$ cat src/rtl/pipe_forward_hazard_unit_pkg.sv
// Shared definitions for the forwarding / hazard unit.
//
// A tag describes one in-flight producer and is packed as
//   {valid, regwrite, memread, wreg[ADDR_W-1:0]}
// The three flag bits sit directly above the register address. Their
// positions are given as offsets from ADDR_W, because ADDR_W is a module
// parameter and is not known inside the package.
package pipe_forward_hazard_unit_pkg;

  // Number of flag bits stacked above wreg.
  localparam int TAG_FLAG_W   = 3;

  // Flag bit positions, each relative to ADDR_W.
  localparam int OFF_MEMREAD  = 0;
  localparam int OFF_REGWRITE = 1;
  localparam int OFF_VALID    = 2;

  // Every bit of a bubble tag takes this value, so a bubble never matches.
  localparam logic BUBBLE_FILL = 1'b0;

  // Width of a full tag: TAG_W = ADDR_W + 3.
  function automatic int tag_w(input int addr_w);
    return addr_w + TAG_FLAG_W;
  endfunction

endpackage

$ cat src/rtl/pipe_forward_hazard_unit_fwd_operand_select.sv
// fwd_operand_select: forwarding mux for one ID-stage source operand.
//
// The unit picks the youngest in-flight producer of src_i, in the order
// EX, MEM, WB. If no producer matches, it falls back to the register file.
// It does not forward from an EX-stage load, because that data does not
// exist yet. In that case it raises load_hazard_o when the operand is
// actually used.
//
// Ports:
//   ex_tag_i / mem_tag_i / wb_tag_i  producer tags {valid,regwrite,memread,wreg}
//   src_i                            source register address
//   used_i                           the instruction reads this operand
//   rf_rdata_i                       register file read data
//   ex_result_i / mem_result_i / wb_result_i  producer data
//   operand_o                        selected operand
//   load_hazard_o                    operand depends on the load now in EX
module fwd_operand_select
  import pipe_forward_hazard_unit_pkg::*;
#(
  parameter int DATA_W      = 32,
  parameter int ADDR_W      = 5,
  parameter int ZERO_REG_EN = 1
) (
  input  logic [ADDR_W+TAG_FLAG_W-1:0] ex_tag_i,
  input  logic [ADDR_W+TAG_FLAG_W-1:0] mem_tag_i,
  input  logic [ADDR_W+TAG_FLAG_W-1:0] wb_tag_i,
  input  logic [ADDR_W-1:0]            src_i,
  input  logic                         used_i,
  input  logic [DATA_W-1:0]            rf_rdata_i,
  input  logic [DATA_W-1:0]            ex_result_i,
  input  logic [DATA_W-1:0]            mem_result_i,
  input  logic [DATA_W-1:0]            wb_result_i,
  output logic [DATA_W-1:0]            operand_o,
  output logic                         load_hazard_o
);

  logic src_ok;
  logic m_ex, m_mem, m_wb;
  logic ex_is_load;

  // With ZERO_REG_EN set, r0 is hardwired zero and never takes part in
  // matching.
  assign src_ok = (ZERO_REG_EN == 0) || (src_i != '0);

  assign m_ex  = ex_tag_i[ADDR_W+OFF_VALID]  & ex_tag_i[ADDR_W+OFF_REGWRITE]  &
                 (ex_tag_i[ADDR_W-1:0] == src_i)  & src_ok;
  assign m_mem = mem_tag_i[ADDR_W+OFF_VALID] & mem_tag_i[ADDR_W+OFF_REGWRITE] &
                 (mem_tag_i[ADDR_W-1:0] == src_i) & src_ok;
  assign m_wb  = wb_tag_i[ADDR_W+OFF_VALID]  & wb_tag_i[ADDR_W+OFF_REGWRITE]  &
                 (wb_tag_i[ADDR_W-1:0] == src_i)  & src_ok;

  assign ex_is_load = ex_tag_i[ADDR_W+OFF_MEMREAD];

  // The memread bits of MEM and WB do not affect forwarding: by MEM, load
  // data is already present on mem_result_i.
  logic unused_flags;
  assign unused_flags = mem_tag_i[ADDR_W+OFF_MEMREAD] ^ wb_tag_i[ADDR_W+OFF_MEMREAD];

  always_comb begin
    operand_o = rf_rdata_i;
    if (m_ex && !ex_is_load) begin
      operand_o = ex_result_i;
    end else if (m_mem) begin
      operand_o = mem_result_i;
    end else if (m_wb) begin
      operand_o = wb_result_i;
    end
  end

  assign load_hazard_o = used_i & m_ex & ex_is_load;

endmodule

$ cat src/rtl/pipe_forward_hazard_unit.sv
// pipe_forward_hazard_unit: operand forwarding and load-use stall control
// between the register file read ports and the ID/EX pipeline register.
//
// The unit keeps its own EX/MEM/WB tag pipeline of destination registers.
// It forwards each ID source operand from the youngest matching producer.
// When a source depends on a load that is still in EX, it raises stall for
// exactly one cycle and drops a bubble into EX.
//
// Ports:
//   clk, reset                         clock, synchronous active-high reset
//   id_valid, id_rs, id_rt             ID instruction and its sources
//   id_rs_used, id_rt_used             which sources are actually read
//   id_wreg, id_regwrite, id_memread   ID destination / writes / is a load
//   flush                              kill the ID instruction this cycle
//   rf_rdata1, rf_rdata2               register file read data
//   ex_result, mem_result, wb_result   in-flight producer data
//   op1, op2                           forwarded operands
//   stall                              hold PC and IF/ID, bubble into EX
//   stall_count                        saturating count of stall cycles
//
// Handshake: there is no valid/ready pair. stall is a combinational request
// to hold the front end. The unit itself inserts the matching bubble on the
// same edge.
module pipe_forward_hazard_unit
  import pipe_forward_hazard_unit_pkg::*;
#(
  parameter int DATA_W      = 32,
  parameter int ADDR_W      = 5,
  parameter int CNT_W       = 16,
  parameter int ZERO_REG_EN = 1
) (
  input  logic              clk,
  input  logic              reset,
  input  logic              id_valid,
  input  logic [ADDR_W-1:0] id_rs,
  input  logic [ADDR_W-1:0] id_rt,
  input  logic              id_rs_used,
  input  logic              id_rt_used,
  input  logic [ADDR_W-1:0] id_wreg,
  input  logic              id_regwrite,
  input  logic              id_memread,
  input  logic              flush,
  input  logic [DATA_W-1:0] rf_rdata1,
  input  logic [DATA_W-1:0] rf_rdata2,
  input  logic [DATA_W-1:0] ex_result,
  input  logic [DATA_W-1:0] mem_result,
  input  logic [DATA_W-1:0] wb_result,
  output logic [DATA_W-1:0] op1,
  output logic [DATA_W-1:0] op2,
  output logic              stall,
  output logic [CNT_W-1:0]  stall_count
);

  localparam int TAG_W = tag_w(ADDR_W);
  localparam logic [TAG_W-1:0] BUBBLE = {TAG_W{BUBBLE_FILL}};

  logic [TAG_W-1:0] ex_q, ex_d;
  logic [TAG_W-1:0] mem_q;
  logic [TAG_W-1:0] wb_q;
  logic [CNT_W-1:0] stall_count_q, stall_count_d;
  logic             haz1, haz2;

  fwd_operand_select #(
    .DATA_W      (DATA_W),
    .ADDR_W      (ADDR_W),
    .ZERO_REG_EN (ZERO_REG_EN)
  ) u_sel_rs (
    .ex_tag_i      (ex_q),
    .mem_tag_i     (mem_q),
    .wb_tag_i      (wb_q),
    .src_i         (id_rs),
    .used_i        (id_rs_used),
    .rf_rdata_i    (rf_rdata1),
    .ex_result_i   (ex_result),
    .mem_result_i  (mem_result),
    .wb_result_i   (wb_result),
    .operand_o     (op1),
    .load_hazard_o (haz1)
  );

  fwd_operand_select #(
    .DATA_W      (DATA_W),
    .ADDR_W      (ADDR_W),
    .ZERO_REG_EN (ZERO_REG_EN)
  ) u_sel_rt (
    .ex_tag_i      (ex_q),
    .mem_tag_i     (mem_q),
    .wb_tag_i      (wb_q),
    .src_i         (id_rt),
    .used_i        (id_rt_used),
    .rf_rdata_i    (rf_rdata2),
    .ex_result_i   (ex_result),
    .mem_result_i  (mem_result),
    .wb_result_i   (wb_result),
    .operand_o     (op2),
    .load_hazard_o (haz2)
  );

  // A flushed instruction is dead, so it cannot cause a stall.
  assign stall = id_valid & ~flush & (haz1 | haz2);

  always_comb begin
    ex_d = {id_valid, id_regwrite, id_memread, id_wreg};
    if (stall || flush) begin
      ex_d = BUBBLE;
    end
  end

  // The counter saturates at all-ones and never wraps.
  always_comb begin
    stall_count_d = stall_count_q;
    if (stall && (stall_count_q != {CNT_W{1'b1}})) begin
      stall_count_d = stall_count_q + CNT_W'(1);
    end
  end

  always_ff @(posedge clk) begin
    if (reset) begin
      ex_q          <= BUBBLE;
      mem_q         <= BUBBLE;
      wb_q          <= BUBBLE;
      stall_count_q <= '0;
    end else begin
      ex_q          <= ex_d;
      mem_q         <= ex_q;
      wb_q          <= mem_q;
      stall_count_q <= stall_count_d;
    end
  end

  assign stall_count = stall_count_q;

endmodule

$ cat config.mk
export PLATFORM = sky130hd
export DESIGN_NAME = pipe_forward_hazard_unit
export DESIGN_NICKNAME = d
export VERILOG_FILES = /design/src/rtl/pipe_forward_hazard_unit_pkg.sv /design/src/rtl/pipe_forward_hazard_unit_fwd_operand_select.sv /design/src/rtl/pipe_forward_hazard_unit.sv
export SDC_FILE = /design/constraint.sdc
export NUM_CORES = 1
export LEC_CHECK = 0
export CAP_MARGIN = 20
export CORE_ASPECT_RATIO = 0.9
export CORE_UTILIZATION = 40
export DETAILED_ROUTE_END_ITERATION = 10
export PLACE_DENSITY = 0.89
export REMOVE_ABC_BUFFERS = 1
export SETUP_SLACK_MARGIN = 0.2
export SKIP_LAST_GASP = 1
export SYNTH_ARGS = -nofsm -noshare
export SYNTH_HDL_FRONTEND = slang
export SYNTH_SLANG_ARGS = --single-unit
$ cat constraint.sdc
create_clock -name clk -period 4.9 [get_ports clk]
set_input_delay 0.98 -clock clk [delete_from_list [all_inputs] [get_ports clk]]
set_output_delay 0.98 -clock clk [all_outputs]
set_load 0.005 [all_outputs]
==> flow_summary_export.csv, run 1 <==
group,metric,value,unit
status,outcome,"finished, final reports clean",
global_route,antenna_found_initial,4,
setup_path,r2r_end,"stall_count[9]$_SDFFE_PP0P_",
route,vias,5428,
setup_path,start_kind,"input pin",
timing,hold_viol_final,0,
clock_tree,cts_buffer_depth,2,
place,dpl-instance-area,0.00680,sq mm
global_route,first_global_vias,5207,
setup_path,crit_start,"id_rs[1]",
global_route,grt_max_degree,65,
place,dpl.hpwl,15400,um
floorplanning,fp.coreArea,0.00933,sq mm
logic_synthesis,synth-edff-count,0,
logic_synthesis,synth_top_area_share,19.3,%
final_layout,drive_above_1_share,7.52,%
power,p_clk_share,29.0,%
route,final_antenna_net_count,0,
power,comb_power_share,36.1,%
logic_synthesis,post_synth_instance_area,0.00394,sq mm
logic_synthesis,ys_warn_count,0,
clock_tree,cts_tree,"built",
route,drt_iter0_markers,349,
floorplanning,row_count,33,
route,vias_per_cell,5.63,
power,power_frac_seq,34.9,%
logic_synthesis,synth-async-reset-ratio,0,%
floorplanning,io_pins,264,
timing,fin_skew,0.00593,ns
power,powerDensity,130,mW/mm^2
clock_tree,clock_sinks,38,
setup_path,crit_family,"buffers and inverters",
logic_synthesis,ys_ff_latch,38,
final_layout,area_delta_synth_final,78.8,%
logic_synthesis,synth_common_cells,"140 x nand2_1, 55 x o21ai_0, 50 x o21ai_1, 38 x dfxtp_1, 33 x mux2i_1",
logic_synthesis,yosysMostFrequentCell,"nand2_1",
setup_path,cp.required,3.92,ns
power,peakVddDrop,176,uV
route,route.detailed.drc,0,
setup_path,reg2reg_slack,2.36,ns
final_layout,fin_util,75.5,%
route,dr.pass1.iters,5,
setup_path,cp_common_cell,"clkdlybuf4s50_1",
route,met2_length,9780,um
route,wl_met1,7240,um
floorplanning,die_h,96.1,um
logic_synthesis,ys_top_cells_by_area,"dfxtp_1 19%, nand2_1 13%, mux2_1 9.1%, mux2i_1 8.4%, o21ai_0 7.0%",
floorplanning,die_area,0.0102,sq mm
final_layout,fin_area,0.00704,sq mm
worst_hold_path,hold_class,"flop to flop",
clock_tree,numCtsBuffers,5,
setup_path,ff2ff_path_depth,6,
timing,rsz0062_at_grt,"true",
logic_synthesis,syn-instance-count,564,
logic_synthesis,post_synth.cell_area_avg,6.98,sq um
setup_path,endpoint_kind,"output port",
timing,fin_crit,4.67,ns
logic_synthesis,yosys.area.top_type,"dfxtp_1",
power,swShare,25.1,%
clock_tree,cts_root_buf,"clkbuf_8",
global_route,grt_usage,35.9,%
route,routed.top_layer,"met4",
setup_path,slowest_stage,"clkdlybuf4s50_1",
power,power.net_switching,229,uW
clock_tree,postCtsHoldBufs,0,
setup_path,crit_fanout,10,
setup_path,critPathArrivalTime,3.69,ns
clock_tree,clkSlewWorstSetupHoldPaths,0.08,ns
logic_synthesis,synth_seq_area_share,19.3,%
logic_synthesis,synth-main-ff-cell,"dfxtp_1",
timing,finalSetupViolCount,0,
setup_path,crit_cells,10,
logic_synthesis,synth_cell_types,49,
power,total_leakage_power,2.90,nW
setup_path,critPathKind,"input pin to output port",
timing,tightest_slew,1.02,ns
setup_path,critical_path_buf_inv_count,4,
floorplanning,start_util,42.2,%
timing,fmax,214,MHz
setup_path,cp_cell_sequence,"clkdlybuf4s50_1 -> nor4_1 -> or3_4 -> a2111oi_4 -> buf_4 -> buf_12 -> mux2_1 -> mux2i_1 -> o21ai_1 -> clkdlybuf4s50_1",
setup_path,crit_end,"op1[11]",
floorplanning,die_x,107,um
place,numPortBuffers,263,
flow_run,max-cap-violations,0,
place,gp_congestion,1.00,
final_layout,nets,1021,
clock_tree,cts.htree.levels,2,
setup_path,r2r_start,"ex_q[3]$_SDFF_PP0_",
timing,fin_crit_sh,95.3,%
clock_tree,clk_latency,0.29,ns
timing,drv_slew,0,
power,intPower,683,uW
global_route,globalRouteOverflowTotal,0,
route,routed_wirelength,19500,um
setup_path,crit_path_max_incr_delay,0.53,ns
timing,slew_headroom,31.4,%
timing,whs,0.480,ns
global_route,grt_pass1_wl,28000,um
route,avgRoutedWirePerCell,20.2,um
route,wl_met3,1380,um
## how the worst min path moves through the flow
stage	startpoint	endpoint	slack, ns	depth (start not counted)
2_1_floorplan	mem_q[6]$_SDFF_PP0_	wb_q[6]$_SDFF_PP0_	0.44	1
3_3_place_gp	mem_q[6]$_SDFF_PP0_	wb_q[6]$_SDFF_PP0_	0.45	1
3_5_place_dp	mem_q[7]$_SDFF_PP0_	wb_q[7]$_SDFF_PP0_	0.47	1
4_1_cts	mem_q[7]$_SDFF_PP0_	wb_q[7]$_SDFF_PP0_	0.48	1
5_1_grt	mem_q[6]$_SDFF_PP0_	wb_q[6]$_SDFF_PP0_	0.49	1
6_report	mem_q[7]$_SDFF_PP0_	wb_q[7]$_SDFF_PP0_	0.48	1
## cells in the final DEF, fill, tap and decap left out, types with 2 or more instances in the layout
cell and instances:
clkdlybuf4s50_1 246, nand2_1 140, o21ai_1 54, o21ai_0 51
dfxtp_1 38, mux2i_1 33, and3_1 32, mux2_1 32
buf_4 29, xnor2_1 18, nor2b_1 16, nor2_1 11
and2_1 10, a21oi_1 10, nand3_1 10, dlymetal6s2s_1 9
inv_1 7, xor2_1 7, dlygate4sd2_1 7, nor3_1 6
or3_1 6, nand4_1 5, clkbuf_8 5, buf_12 5
diode_2 4, or4_1 4, nor4_1 3, or4_4 3
and4_1 3, buf_6 3, nand3b_1 2, or3_4 2
o211ai_1 2, o31a_1 2, o31ai_1 2, o21ba_2 2
clkinv_2 2, buf_8 2
## worst register-to-register path, delay by kind of cell, from the launching register on
family           cells  cell delay (ns)
flip-flops           1             0.35
AND/OR/NAND/NOR      3             1.29
AO/OA/AOI/OAI        3             0.84
## cells by family after synthesis
family | after synthesis | share of synthesized area (%)
adder cells (fa/ha/maj) | 1 | 0.318
buffers and inverters | 43 | 6.64
AO/OA/AOI/OAI | 131 | 18.5
multiplexers | 66 | 17.8
flip-flops | 38 | 19.3
AND/OR/NAND/NOR | 260 | 31.8
XOR/XNOR | 25 | 5.56
## cell type report
class | instances | area [sq um]
Clock buffer | 5 | 68.8
Timing Repair Buffer | 302 | 3020
Sequential cell | 38 | 761
Tap cell | 122 | 153
Fill cell | 718 | 2290
Inverter | 7 | 26.3
Multi-Input combinational cell | 483 | 2960
Clock inverter | 3 | 40.0
Antenna cell | 4 | 10.0
## metrics by stage
step	setup WS, ns	cells	power, mW	setup TNS (ns)
after detailed placement	-0.0968	945	0.652	-1.23
after CTS	0.207	955	0.914	0
after global placement	-0.0632	945	0.648	-0.653
after floorplan	-0.0533	528	0.399	-1.01
final	0.231	964	0.913	0
after global routing	0.154	964	0.952	0
## per-layer routing
metal | vias up | GRT usage [%]
li1 | 2524 | -
met1 | 2565 | 40.2
met2 | 284 | 65.4
met3 | 55 | 4.74
met4 | 0 | 21.5
met5 | - | 0
## power groups by stage
stage | combinational (mW) | sequential [mW] | clock (mW)
after global placement | 0.323 | 0.325 | 0
after CTS | 0.327 | 0.318 | 0.268
final | 0.330 | 0.318 | 0.265
after global routing | 0.348 | 0.319 | 0.286
after detailed placement | 0.326 | 0.326 | 0
after floorplan | 0.0745 | 0.324 | 0
## state kept, by name (all words and copies together) (netlist names)
register and cells:
wb_q 7, stall_count 16, mem_q 7, ex_q 8
## what timing repair did
item	in CTS	in global routing
pin swaps	1	4
gates cloned	1	0
endpoints found under the setup margin	40	42
gates resized for setup	15	25
buffers inserted	1	5
Power figures use the tool's default switching activity.
==> inputs of run 2 (changes only) <==
- CORE_MARGIN: unset -> 1
- CORE_UTILIZATION: 40 -> 33
- PLACE_DENSITY: 0.89 -> 0.78
- clock period: 4.9 -> 4.24 ns (I/O delays scaled with it)
==> run 2 against run 1 <==
Effect of this change: sequential cell count unchanged; final cell count up 4.4%; power up 26%; critical path depth down 1; die area up 21%; clock-buffer cell count unchanged; register-to-register slack worse by 0.44 ns; via count about the same; sequential power up 16%; clock skew down 0.0023 ns; cell area up 2.9%; critical path type unchanged; critical endpoint is now op2[19].
==> flow_summary_export.csv, run 2 (synthesis gave the netlist of run 1 again) <==
group,metric,value,unit
final_layout,mostFrequentLayoutCells,"193 x clkdlybuf4s50_1, 140 x nand2_1, 54 x o21ai_0",
timing,tightest_slew,0.979,ns
timing,whs,0.460,ns
floorplanning,fp.coreArea,0.0115,sq mm
timing,final.setup.tns,0,ns
final_layout,nets,1031,
clock_tree,cts_tree,"built",
global_route,grt_pass1_wl,28200,um
floorplanning,die_x,117,um
final_layout,multi_input_area,0.00300,sq mm
route,vias_per_cell,5.40,
route,final_antenna_net_count,0,
setup_path,r2r_start,"ex_q[3]$_SDFF_PP0_",
global_route,grt_usage,29.7,%
route,routed_wirelength,18900,um
setup_path,critPathArrivalTime,3.12,ns
final_layout,fin_area,0.00725,sq mm
clock_tree,cts_buffer_depth,2,
place,dpl-instance-area,0.00687,sq mm
timing,finalSetupViolCount,0,
final_layout,instances_no_fill,1006,
setup_path,crit_fanout,20,
global_route,antenna_found_initial,3,
clock_tree,postCtsHoldBufs,0,
final_layout,final_common_cell,"clkdlybuf4s50_1",
place,place_inst,978,
floorplanning,start_util,34.2,%
power,power_frac_seq,32.0,%
clock_tree,numCtsBuffers,5,
route,route.detailed.drc,0,
final_layout,area_delta_synth_final,84.1,%
timing,hold_viol_final,0,
route,wl_met1,7210,um
final_layout,fin_util,62.9,%
global_route,grt_max_degree,65,
power,comb_power_share,31.0,%
global_route,first_global_vias,5180,
route,drt_iter0_markers,548,
place,dpl.hpwl,14000,um
power,swShare,23.8,%
timing,fin_crit,3.97,ns
route,routed.top_layer,"met4",
clock_tree,clk_latency,0.28,ns
timing,drv_slew,0,
power,total_leakage_power,3.02,nW
power,p_clk_share,36.9,%
clock_tree,clock_sinks,38,
clock_tree,clkSlewWorstSetupHoldPaths,0.06,ns
setup_path,start_kind,"input pin",
status,outcome,"finished, final reports clean",
place,dp_worst_setup_slack,-0.359,ns
timing,fmax,252,MHz
floorplanning,die_h,106,um
floorplanning,row_count,37,
power,power.net_switching,273,uW
worst_hold_path,worstHoldStart,"mem_q[7]$_SDFF_PP0_",
place,gp_congestion,0.986,
global_route,globalRouteOverflowTotal,0,
timing,slew_headroom,34.3,%
power,p_total,1.15,mW
route,avgRoutedWirePerCell,18.8,um
timing,fin_skew,0.00363,ns
setup_path,cp.required,3.39,ns
floorplanning,die_area,0.0124,sq mm
setup_path,endpoint_kind,"output port",
final_layout,ff_latch_area,761,sq um
route,wl_met3,1890,um
floorplanning,io_pins,264,
timing,setup_ws,0.274,ns
setup_path,critPathKind,"input pin to output port",
final_layout,largest_register_ffs,16,
timing,rsz0062_at_grt,"false",
worst_hold_path,hold_class,"flop to flop",
route,met2_length,8660,um
power,intPower,877,uW
route,dr.pass1.iters,5,
route,vias,5433,
clock_tree,cts.htree.levels,2,
final_layout,drive_above_1_share,11.3,%
flow_run,max-cap-violations,0,
setup_path,crit_start,"id_rt[1]",
timing,fin_crit_sh,93.5,%
final_layout,fill_cells,986,
place,numPortBuffers,263,
power,peakVddDrop,222,uV
clock_tree,cts_root_buf,"clkbuf_16",
power,powerDensity,159,mW/mm^2
run 2: changes by cell type in the layout (fill, tap and decap cells not counted), moves of 8 or more:
cell	delta
dlygate4sd2_1	+39
clkbuf_2	+8
clkdlybuf4s15_1	+8
dlymetal6s2s_1	-8
clkdlybuf4s50_1	-53
run 2: path summary, 6_finish.rpt:
kind,end,slack (ns),cells past startpoint
min,wb_q[7]$_SDFF_PP0_,0.46,1
min reg2reg,wb_q[7]$_SDFF_PP0_,0.46,1
max reg2reg,stall_count[9]$_SDFFE_PP0P_,1.92,7
max,op2[19],0.27,9
run 2: area by class of cell:
| class | instances | share of cell area (%) |
|---|---|---|
| diodes | 2 | 0.0690 |
| clock buffers | 5 | 1.73 |
| clock inverters | 3 | 0.621 |
| inverters | 7 | 0.362 |
| multi-input cells | 483 | 41.3 |
| flip-flops and latches | 38 | 10.5 |
| well taps | 156 | 2.69 |
| repair buffers | 312 | 42.7 |
run 2: worst max-delay path, stage by stage:
cell and delay, ns:
clkdlybuf4s50_1 0.42, or4_4 0.56, buf_4 0.16, a21oi_2 0.20
or3_4 0.19, buf_12 0.15, o21ai_0 0.09, o21ai_0 0.21
dlygate4sd2_1 0.30
run 2: layer usage:
layer | vias to the layer above | global-route usage, %
met4 | 0 | 18.0
met3 | 73 | 8.28
met2 | 306 | 47.3
li1 | 2548 | -
met1 | 2506 | 34.8
met5 | - | 0
run 2: power by group through the flow:
stage               clock [mW]  combinational, mW  sequential [mW]
global placement             0              0.366            0.376
finish                   0.425              0.357            0.368
detailed placement           0              0.370            0.376
CTS                      0.428              0.353            0.368
floorplan                    0             0.0861            0.375
global route             0.447              0.380            0.369
run 2: repair_timing:
item | in CTS | in global routing
buffers inserted | 14 | 0
setup endpoints to repair | 65 | 35
resized for setup | 120 | 21
pin swaps | 12 | 2
gates cloned | 4 | 0
==> inputs of run 3 (changes only) <==
- CORE_UTILIZATION: 33 -> 34
- CTS_BUF_LIST: unset -> sky130_fd_sc_hd__clkbuf_2 sky130_fd_sc_hd__clkbuf_4 sky130_fd_sc_hd__clkbuf_8
- PLACE_DENSITY: 0.78 -> 0.8
==> run 3 against run 2 <==
Effect of this change: clock-buffer cell count rose by 3; clock power shrank 32%; first-iteration DRC count shrank 24%; clock skew is 0.0042 ns higher; via count is 2.6% higher; maximum frequency down 2.7%; non-clock buffer count rose by 4.
==> flow_summary_export.csv, run 3 (synthesis gave the netlist of run 1 again) <==
group,metric,value,unit
global_route,first_global_vias,5545,
timing,drv_slew,0,
worst_hold_path,hold_class,"flop to flop",
place,gp_congestion,0.929,
route,drt_iter0_markers,417,
floorplanning,die_h,104,um
setup_path,critPathKind,"input pin to output port",
clock_tree,cts_tree,"built",
place,dp_worst_setup_slack,-0.342,ns
clock_tree,cts_root_buf,"clkbuf_8",
final_layout,mostFrequentLayoutCells,"194 x clkdlybuf4s50_1, 140 x nand2_1, 52 x o21ai_0, 52 x o21ai_1",
clock_tree,clock_sinks,38,
clock_tree,postCtsHoldBufs,0,
final_layout,final_common_cell,"clkdlybuf4s50_1",
power,peakVddDrop,191,uV
setup_path,crit_path_max_incr_delay,0.56,ns
route,route.detailed.drc,0,
clock_tree,cts.htree.levels,2,
setup_path,cp.required,3.39,ns
route,routed_wirelength,19400,um
final_layout,area_delta_synth_final,86.2,%
timing,slew_headroom,57.4,%
timing,fin_skew,0.00781,ns
setup_path,cp_cell_sequence,"clkdlybuf4s50_1 -> or4_4 -> nor2_4 -> nand3b_1 -> buf_4 -> buf_6 -> o21ai_0 -> o21ai_1 -> clkdlybuf4s50_1",
setup_path,crit_fanout,18,
timing,tightest_slew,0.634,ns
route,vias,5575,
power,powerDensity,138,mW/mm^2
final_layout,nets,1035,
timing,finalSetupViolCount,0,
route,avgRoutedWirePerCell,19.4,um
final_layout,largest_register_ffs,16,
power,total_leakage_power,3.10,nW
status,outcome,"finished, final reports clean",
floorplanning,start_util,35.7,%
timing,rsz0062_at_grt,"true",
place,dpl.hpwl,13400,um
global_route,globalRouteOverflowTotal,0,
final_layout,n_antenna_cell,0,
clock_tree,clk_latency,0.29,ns
final_layout,fill_cells,914,
route,dr.pass1.iters,5,
floorplanning,die_x,115,um
route,final_antenna_net_count,0,
flow_run,max-cap-violations,0,
place,numPortBuffers,263,
clock_tree,clkSlewWorstSetupHoldPaths,0.07,ns
floorplanning,row_count,36,
global_route,antenna_found_initial,0,
setup_path,slowest_stage,"or4_4",
setup_path,endpoint_kind,"output port",
timing,fin_crit_sh,96.1,%
floorplanning,fp.coreArea,0.0110,sq mm
global_route,grt_pass1_wl,29300,um
final_layout,drive_above_1_share,13.8,%
setup_path,critPathArrivalTime,3.23,ns
setup_path,cp_common_cell,"clkdlybuf4s50_1",
global_route,grt_usage,31.3,%
floorplanning,die_area,0.0120,sq mm
clock_tree,cts_buffer_depth,2,
timing,fin_crit,4.08,ns
timing,setup_ws,0.165,ns
floorplanning,io_pins,264,
timing,fmax,245,MHz
route,vias_per_cell,5.55,
timing,whs,0.465,ns
timing,hold_viol_final,0,
setup_path,start_kind,"input pin",
global_route,grt_max_degree,65,
clock_tree,numCtsBuffers,5,
[run 3: critical path: cells and delay by family]
family / cells / cell delay (ns)
AOI/OAI and AO/OA: 2 / 0.24
and+or+nand+nor: 3 / 0.83
buffers and inverters: 4 / 1.29
[run 3: path summary, 6_finish.rpt]
check,to,cells after the start,slack [ns],start
hold / removal,wb_q[7]$_SDFF_PP0_,1,0.46,mem_q[7]$_SDFF_PP0_
setup / recovery,op2[4],9,0.16,id_rt[0]
setup reg to reg,stall_count[9]$_SDFFE_PP0P_,8,2.09,ex_q[1]$_SDFF_PP0_
hold reg to reg,wb_q[7]$_SDFF_PP0_,1,0.46,mem_q[7]$_SDFF_PP0_
[run 3: where the power goes]
group / internal [mW] / total, mW / leakage (nW) / switching (mW)
clock: 0.164 / 0.289 / 0.0575 / 0.125
sequential: 0.363 / 0.368 / 0.308 / 0.00511
combinational: 0.240 / 0.358 / 2.74 / 0.118
total: 0.767 / 1.01 / 3.10 / 0.248
[run 3: metal layers]
layer / up-vias / GRT usage, % / routed length (um)
met4: 0 / 20.5 / 1230
met1: 2647 / 35.2 / 7190
met5: - / 0 / 0
li1: 2564 / - / -
met3: 83 / 6.76 / 1730
met2: 281 / 52.5 / 9280
[run 3: final cells by class]
class | count | area (sq um) | area share, %
Timing Repair Buffer | 316 | 3190 | 43.5
Multi-Input combinational cell | 483 | 3060 | 41.7
Sequential cell | 38 | 761 | 10.4
Tap cell | 152 | 190 | 2.59
Clock buffer | 8 | 110 | 1.50
Inverter | 7 | 26.3 | 0.358
[run 3: repair_timing]
item | in CTS | in global routing
pin swaps | 7 | 5
endpoints found under the setup margin | 64 | 34
resized for setup | 153 | 24
setup buffers | 15 | 6
gates cloned | 6 | 1
[run 3: stage by stage]
stage / util, % / std cells / power [mW] / area [sq um] / TNS, ns
3_5_place_dp: 61.9 / 968 / 0.743 / 6830 / -10.04
4_1_cts: 65.7 / 997 / 1.02 / 7260 / 0
3_3_place_gp: 61.9 / 968 / 0.735 / 6830 / -8.71
2_1_floorplan: - / 528 / 0.461 / 3700 / -14.43
6_report: 66.5 / 1004 / 1.01 / 7330 / 0
5_1_grt: 66.5 / 1004 / 1.06 / 7330 / 0
==> RTL edit 1: new RTL, settings of run 2 <==
`DATA_W` is set to 32 in 2 places; all go to 48.
--- a/src/rtl/pipe_forward_hazard_unit_fwd_operand_select.sv
+++ b/src/rtl/pipe_forward_hazard_unit_fwd_operand_select.sv
@@ -17,7 +17,7 @@
 module fwd_operand_select
   import pipe_forward_hazard_unit_pkg::*;
 #(
-  parameter int DATA_W      = 32,
+  parameter int DATA_W      = 48,
   parameter int ADDR_W      = 5,
   parameter int ZERO_REG_EN = 1
 ) (
--- a/src/rtl/pipe_forward_hazard_unit.sv
+++ b/src/rtl/pipe_forward_hazard_unit.sv
@@ -24,7 +24,7 @@
 module pipe_forward_hazard_unit
   import pipe_forward_hazard_unit_pkg::*;
 #(
-  parameter int DATA_W      = 32,
+  parameter int DATA_W      = 48,
   parameter int ADDR_W      = 5,
   parameter int CNT_W       = 16,
   parameter int ZERO_REG_EN = 1
Interface: changed (7 resized); port bits go from 264 to 376. The function was not compared with the original's and may differ.
==> RTL edit 1 against run 2 <==
  * Count of clock-buffer cells in the layout grew 3
  * Routed wire length is 82% higher
  * Critical path depth up 1
  * Global-route usage up 13 points
  * Synthesized area is 19% higher
  * Die area grew 19%
  * Sequential cell count did not move
  * Power rose by 16%
  * Worst setup slack got worse by 150 ps
  * Cell area grew 45%
  * Core utilization up 14 points
  * Via count increased by 55%
  * Synthesized cell count is 26% higher
  * Critical path type unchanged
==> RTL edit 1: results (changes against run 2) <==
* Status: complete, no violations
* CTS Buffer Depth at 2 (unchanged)
* GRT Util Overall at 42.9% (+13 points)
* Synth top area cells: a221oi_1 (18%), dfxtp_1 (16%), o21ai_0 (15%), nand2_1 (8.5%), and3_1 (6.5%)
* M3 GR Usage at 9.07% (+0.79 points)
* DP HPWL at 25.2 mm (+80%)
* Max layer used: met5
* TritonRoute pass-1 iters at 7 (+2)
* M1 WL at 12.2 mm (+70%)
* Avg Cell Area, Syn at 6.61 um^2 (-5.3%)
* Final worst clock skew at 2.79 ps (-0.835 ps)
* Crit-path max cell delay at 490 ps (-70 ps)
* Met3 wire len at 3.51 mm (+86%)
* Met1 global-route usage at 51.4% (+17 points)
* Later-pin clock latency in the skew report at 280 ps (about the same)
* Post-Place Setup Slack at -184 ps (+174 ps)
* Num CTS Buffers at 5 (unchanged)
* Commonest cells post-synth: o21ai_0 (143), nand2_1 (106), a221oi_1 (96), o21ai_1 (53), clkbuf_1 (51)
* First-pass GRT wire length at 47.2 mm (+67%)
* Initial antenna violation count at 23 (+20)
* Worst VDD drop at 0.213 mV (-3.8%)
* Starting DRT DRC Count at 1,045 (+91%)
* Share of cells above drive strength 1 at 19.0% (+7.7 points)
* Met2 GRT Util at 68.1% (+21 points)
* Ys flop type: dfxtp_1
* Filler cells at 1,042 (+5.7%)
* Slowest-stage cell, CP: clkdlybuf4s50_1
* Non-filler cells, final at 1,341 (+33%)
* Largest net degree at the start of global routing at 37 (-43%)
* Distinct cells, synth at 41 (-16%)
* Vias in the first global route at 7,618 (+47%)
* Part of the Yosys area used for sequential elements at 16.2% (-3.1 points)
* PortBufs at 375 (+43%)
* Final GP Congestion at 0.991 (+0.50%)
* Wire per inst at 25.7 um (+37%)
* Final nets at 1,390 (+35%)
* CP delay by family, top: buffers and inverters
* Largest fanout on the critical path at 18 (-10%)
* CP arrival at 3270 ps (+150 ps)
* Worst-Margin Slew at 750 ps (-229 ps)
RTL edit 1: cell count changes after synthesis, moves of 8 or more:
cell,change
mux2_1,-31
o21ai_0,+88
nand2_1,-34
xnor2_1,+8
and3_1,+17
a221oi_1,+96
mux2i_1,-32
clkbuf_1,+31
buf_2,+18
RTL edit 1: path summary, 6_finish.rpt:
check                 from        endpoint  slack (ps)  cells past startpoint
setup / recovery  id_rt[3]          op2[9]         120                     10
hold / removal    mem_q[7]         wb_q[7]         450                      1
setup reg to reg   ex_q[2]  stall_count[9]        1830                      7
hold reg to reg   mem_q[7]         wb_q[7]         450                      1
RTL edit 1: cell type report:
type / count / share of cell area [%]
repair buffers: 484 / 47.7
multi-input cells: 594 / 40.5
flip-flops and latches: 38 / 7.26
well taps: 189 / 2.25
clock buffers: 8 / 1.58
diodes: 25 / 0.595
inverters: 3 / 0.107
RTL edit 1: kinds of logic (layout without fill, tap and decap cells):
group                    after synthesis  in the layout  share of synthesized area, %
adder cells (fa/ha/maj)                1              1                         0.267
XOR/XNOR                              34             34                          6.35
flip-flops                            38             38                          16.2
AO/OA/AOI/OAI                        314            314                          42.4
buffers and inverters                 78            495                          6.98
AND/OR/NAND/NOR                      243            243                          27.3
other                                  0             25                             0
multiplexers                           2              2                         0.453
RTL edit 1: through the flow:
stage	cell area [um^2]	TNS, ps
floorplan	4380	-169220
global placement	9210	-2120
detailed placement	9210	-2150
CTS	9860	0
global route	10500	0
finish	10500	0
RTL edit 1: where the power goes:
part	switching (mW)	internal, mW
clock network	0.136	0.266
logic	0.193	0.367
registers	0.00816	0.363
total	0.338	0.996
RTL edit 1: repair_timing:
item	CTS	global route
endpoints found under the setup margin	97	69
resized for setup	147	117
pin swaps	13	33
buffers inserted	11	12
hold endpoints to repair	0	0
gates cloned	4	4
==> RTL edit 2: new RTL, config.mk and constraints of run 2 <==
Without the edit above. Register the output `stall_count` once more, cleared by the reset; this adds one clock of latency there. The other outputs are not delayed to match. Comments in the files are not updated.
--- a/src/rtl/pipe_forward_hazard_unit.sv
+++ b/src/rtl/pipe_forward_hazard_unit.sv
@@ -128,7 +128,13 @@
     end
   end
 
-  assign stall_count = stall_count_q;
+  always_ff @(posedge clk) begin
+    if (reset) begin
+      stall_count <= '0;
+    end else begin
+      stall_count <= stall_count_q;
+    end
+  end
 
 endmodule
 
Function: changed (a bounded check fails within 4 cycles, from zero or initial values and one cycle with reset high).
==> RTL edit 2 against run 2 <==
  * Clock skew about the same
  * Cell count increased by 7.4%
  * Synthesized area is 9.7% higher
  * Register-to-register slack got worse by 390 ps
  * Sequential power up 41%
  * First-iteration DRC count shrank 27%
  * Routed wire length rose by 4.8%
  * Cell area increased by 12%
  * Combinational power rose by 4%
  * Core utilization is 0.60 points higher
  * Sequential cell count grew 16
  * Power grew 13%
  * Worst setup slack worse by 86 ps
  * Critical path type unchanged
  * Largest cell class unchanged
==> RTL edit 2: results (changes against run 2) <==
* Status: complete, no violations
* Avg Cell Area, Syn at 7.05 um^2 (+0.89%)
* Wire per inst at 18.4 um (-2.3%)
* Compound-gate portion of the synthesized area at 18.9% (+0.37 points)
* Part of the Yosys area used for sequential elements at 25.0% (+5.7 points)
* Initial antenna violation count at 4 (+1)
* CP arrival at 3200 ps (+80 ps)
* Worst-Margin Slew at 436 ps (-543 ps)
* DP HPWL at 15.1 mm (+7.6%)
* DR vias at 5,590 (+2.9%)
* Commonest cells post-synth: nand2_1 (117), nor2_1 (85), nor2b_1 (56), o31ai_1 (56), dfxtp_1 (54)
* GRT Util Overall at 28.3% (-1.4 points)
* Mux cell area share after synthesis at 8.34% (-9.5 points)
* Synth top area cells: dfxtp_1 (25%), nand2_1 (10%), o31ai_1 (9.7%), nor2b_1 (8.1%), nor2_1 (7.4%)
* XOR/XNOR Fraction of Synth Area at 4.87% (-0.69 points)
* Distinct cells, synth at 41 (-16%)
* Share of cells above drive strength 1 at 18.4% (+7.1 points)
* Worst VDD drop at 0.264 mV (+19%)
* Final worst clock skew at 3.50 ps (-0.131 ps)
* Min Hold Slack at 462 ps (+1.31 ps)
* First-pass GRT wire length at 29.3 mm (+3.9%)
* Internal at 0.990 mW (+13%)
* Filler cells at 1,138 (+15%)
* Synth Area in Adders at 0.290% (-0.028 points)
* Static leakage at 3.27 nW (+8.2%)
* Final nets at 1,095 (+6.2%)
-- RTL edit 2: cell types whose count changed after synthesis, moves of 29 or more --
cell / before / now
mux2_1: 32 / 3
nor2_1: 12 / 85
nor2b_1: 16 / 56
o31ai_1: 2 / 56
o21ai_0: 55 / 12
a211oi_1: 0 / 32
o21ai_1: 50 / 0
-- RTL edit 2: path summary, 6_finish.rpt --
path,start,endpoint,depth (start not counted)
min,mem_q[7],wb_q[7],1
min reg2reg,mem_q[7],wb_q[7],1
max,id_rt[2],op2[16],9
max reg2reg,ex_q[3],stall_count_q[12],7
-- RTL edit 2: repair_timing --
item                                    4_1_cts  5_1_grt
hold endpoints to repair                      0        0
buffers inserted                              6        2
endpoints found under the setup margin       65       31
resized for setup                           122       49
gates cloned                                  6        0
pin swaps                                    14        9
-- RTL edit 2: area by class of cell --
class	instances	share of cell area (%)
antenna	4	0.124
clock buffer	6	1.72
clock inverter	2	0.155
inverter	8	0.371
multi-input combinational	507	40.4
sequential	54	13.4
tap	164	2.54
timing repair buffer	335	41.3
-- RTL edit 2: routing by layer --
layer | global-route usage (%) | wire [um] | vias up
li1 | - | - | 2739
met1 | 34.4 | 8030 | 2586
met2 | 47.3 | 9500 | 225
met3 | 7.33 | 1690 | 40
met4 | 10.2 | 590 | 0
met5 | 0 | 0 | -
-- RTL edit 2: logic make-up after synthesis --
kind of cell / count (synthesis)
adders and majority gates: 1
buffers and inverters: 53
xor gates and xnor gates: 24
AOI/OAI and AO/OA: 109
DFF: 54
and+or+nand+nor: 339
muxes: 33
-- RTL edit 2: stage by stage --
| step | cell area, um^2 | TNS [ps] | util (%) | setup WS, ps | total power, mW |
|---|---|---|---|---|---|
| 2_1_floorplan | 4140 | -56520 | - | -1560 | 0.618 |
| 3_3_place_gp | 7570 | -5850 | 59.5 | -272 | 0.911 |
| 3_5_place_dp | 7570 | -7220 | 59.5 | -298 | 0.911 |
| 4_1_cts | 8060 | 0 | 63.3 | 141 | 1.30 |
| 5_1_grt | 8090 | 0 | 63.5 | 83.5 | 1.35 |
| 6_report | 8090 | 0 | 63.5 | 188 | 1.30 |
-- RTL edit 2: power groups by stage --
stage	clock network, mW	registers (mW)	logic, mW
4_1_cts	0.415	0.518	0.369
6_report	0.405	0.518	0.372
3_3_place_gp	0	0.530	0.381
2_1_floorplan	0	0.528	0.0899
3_5_place_dp	0	0.530	0.381
5_1_grt	0.435	0.519	0.398
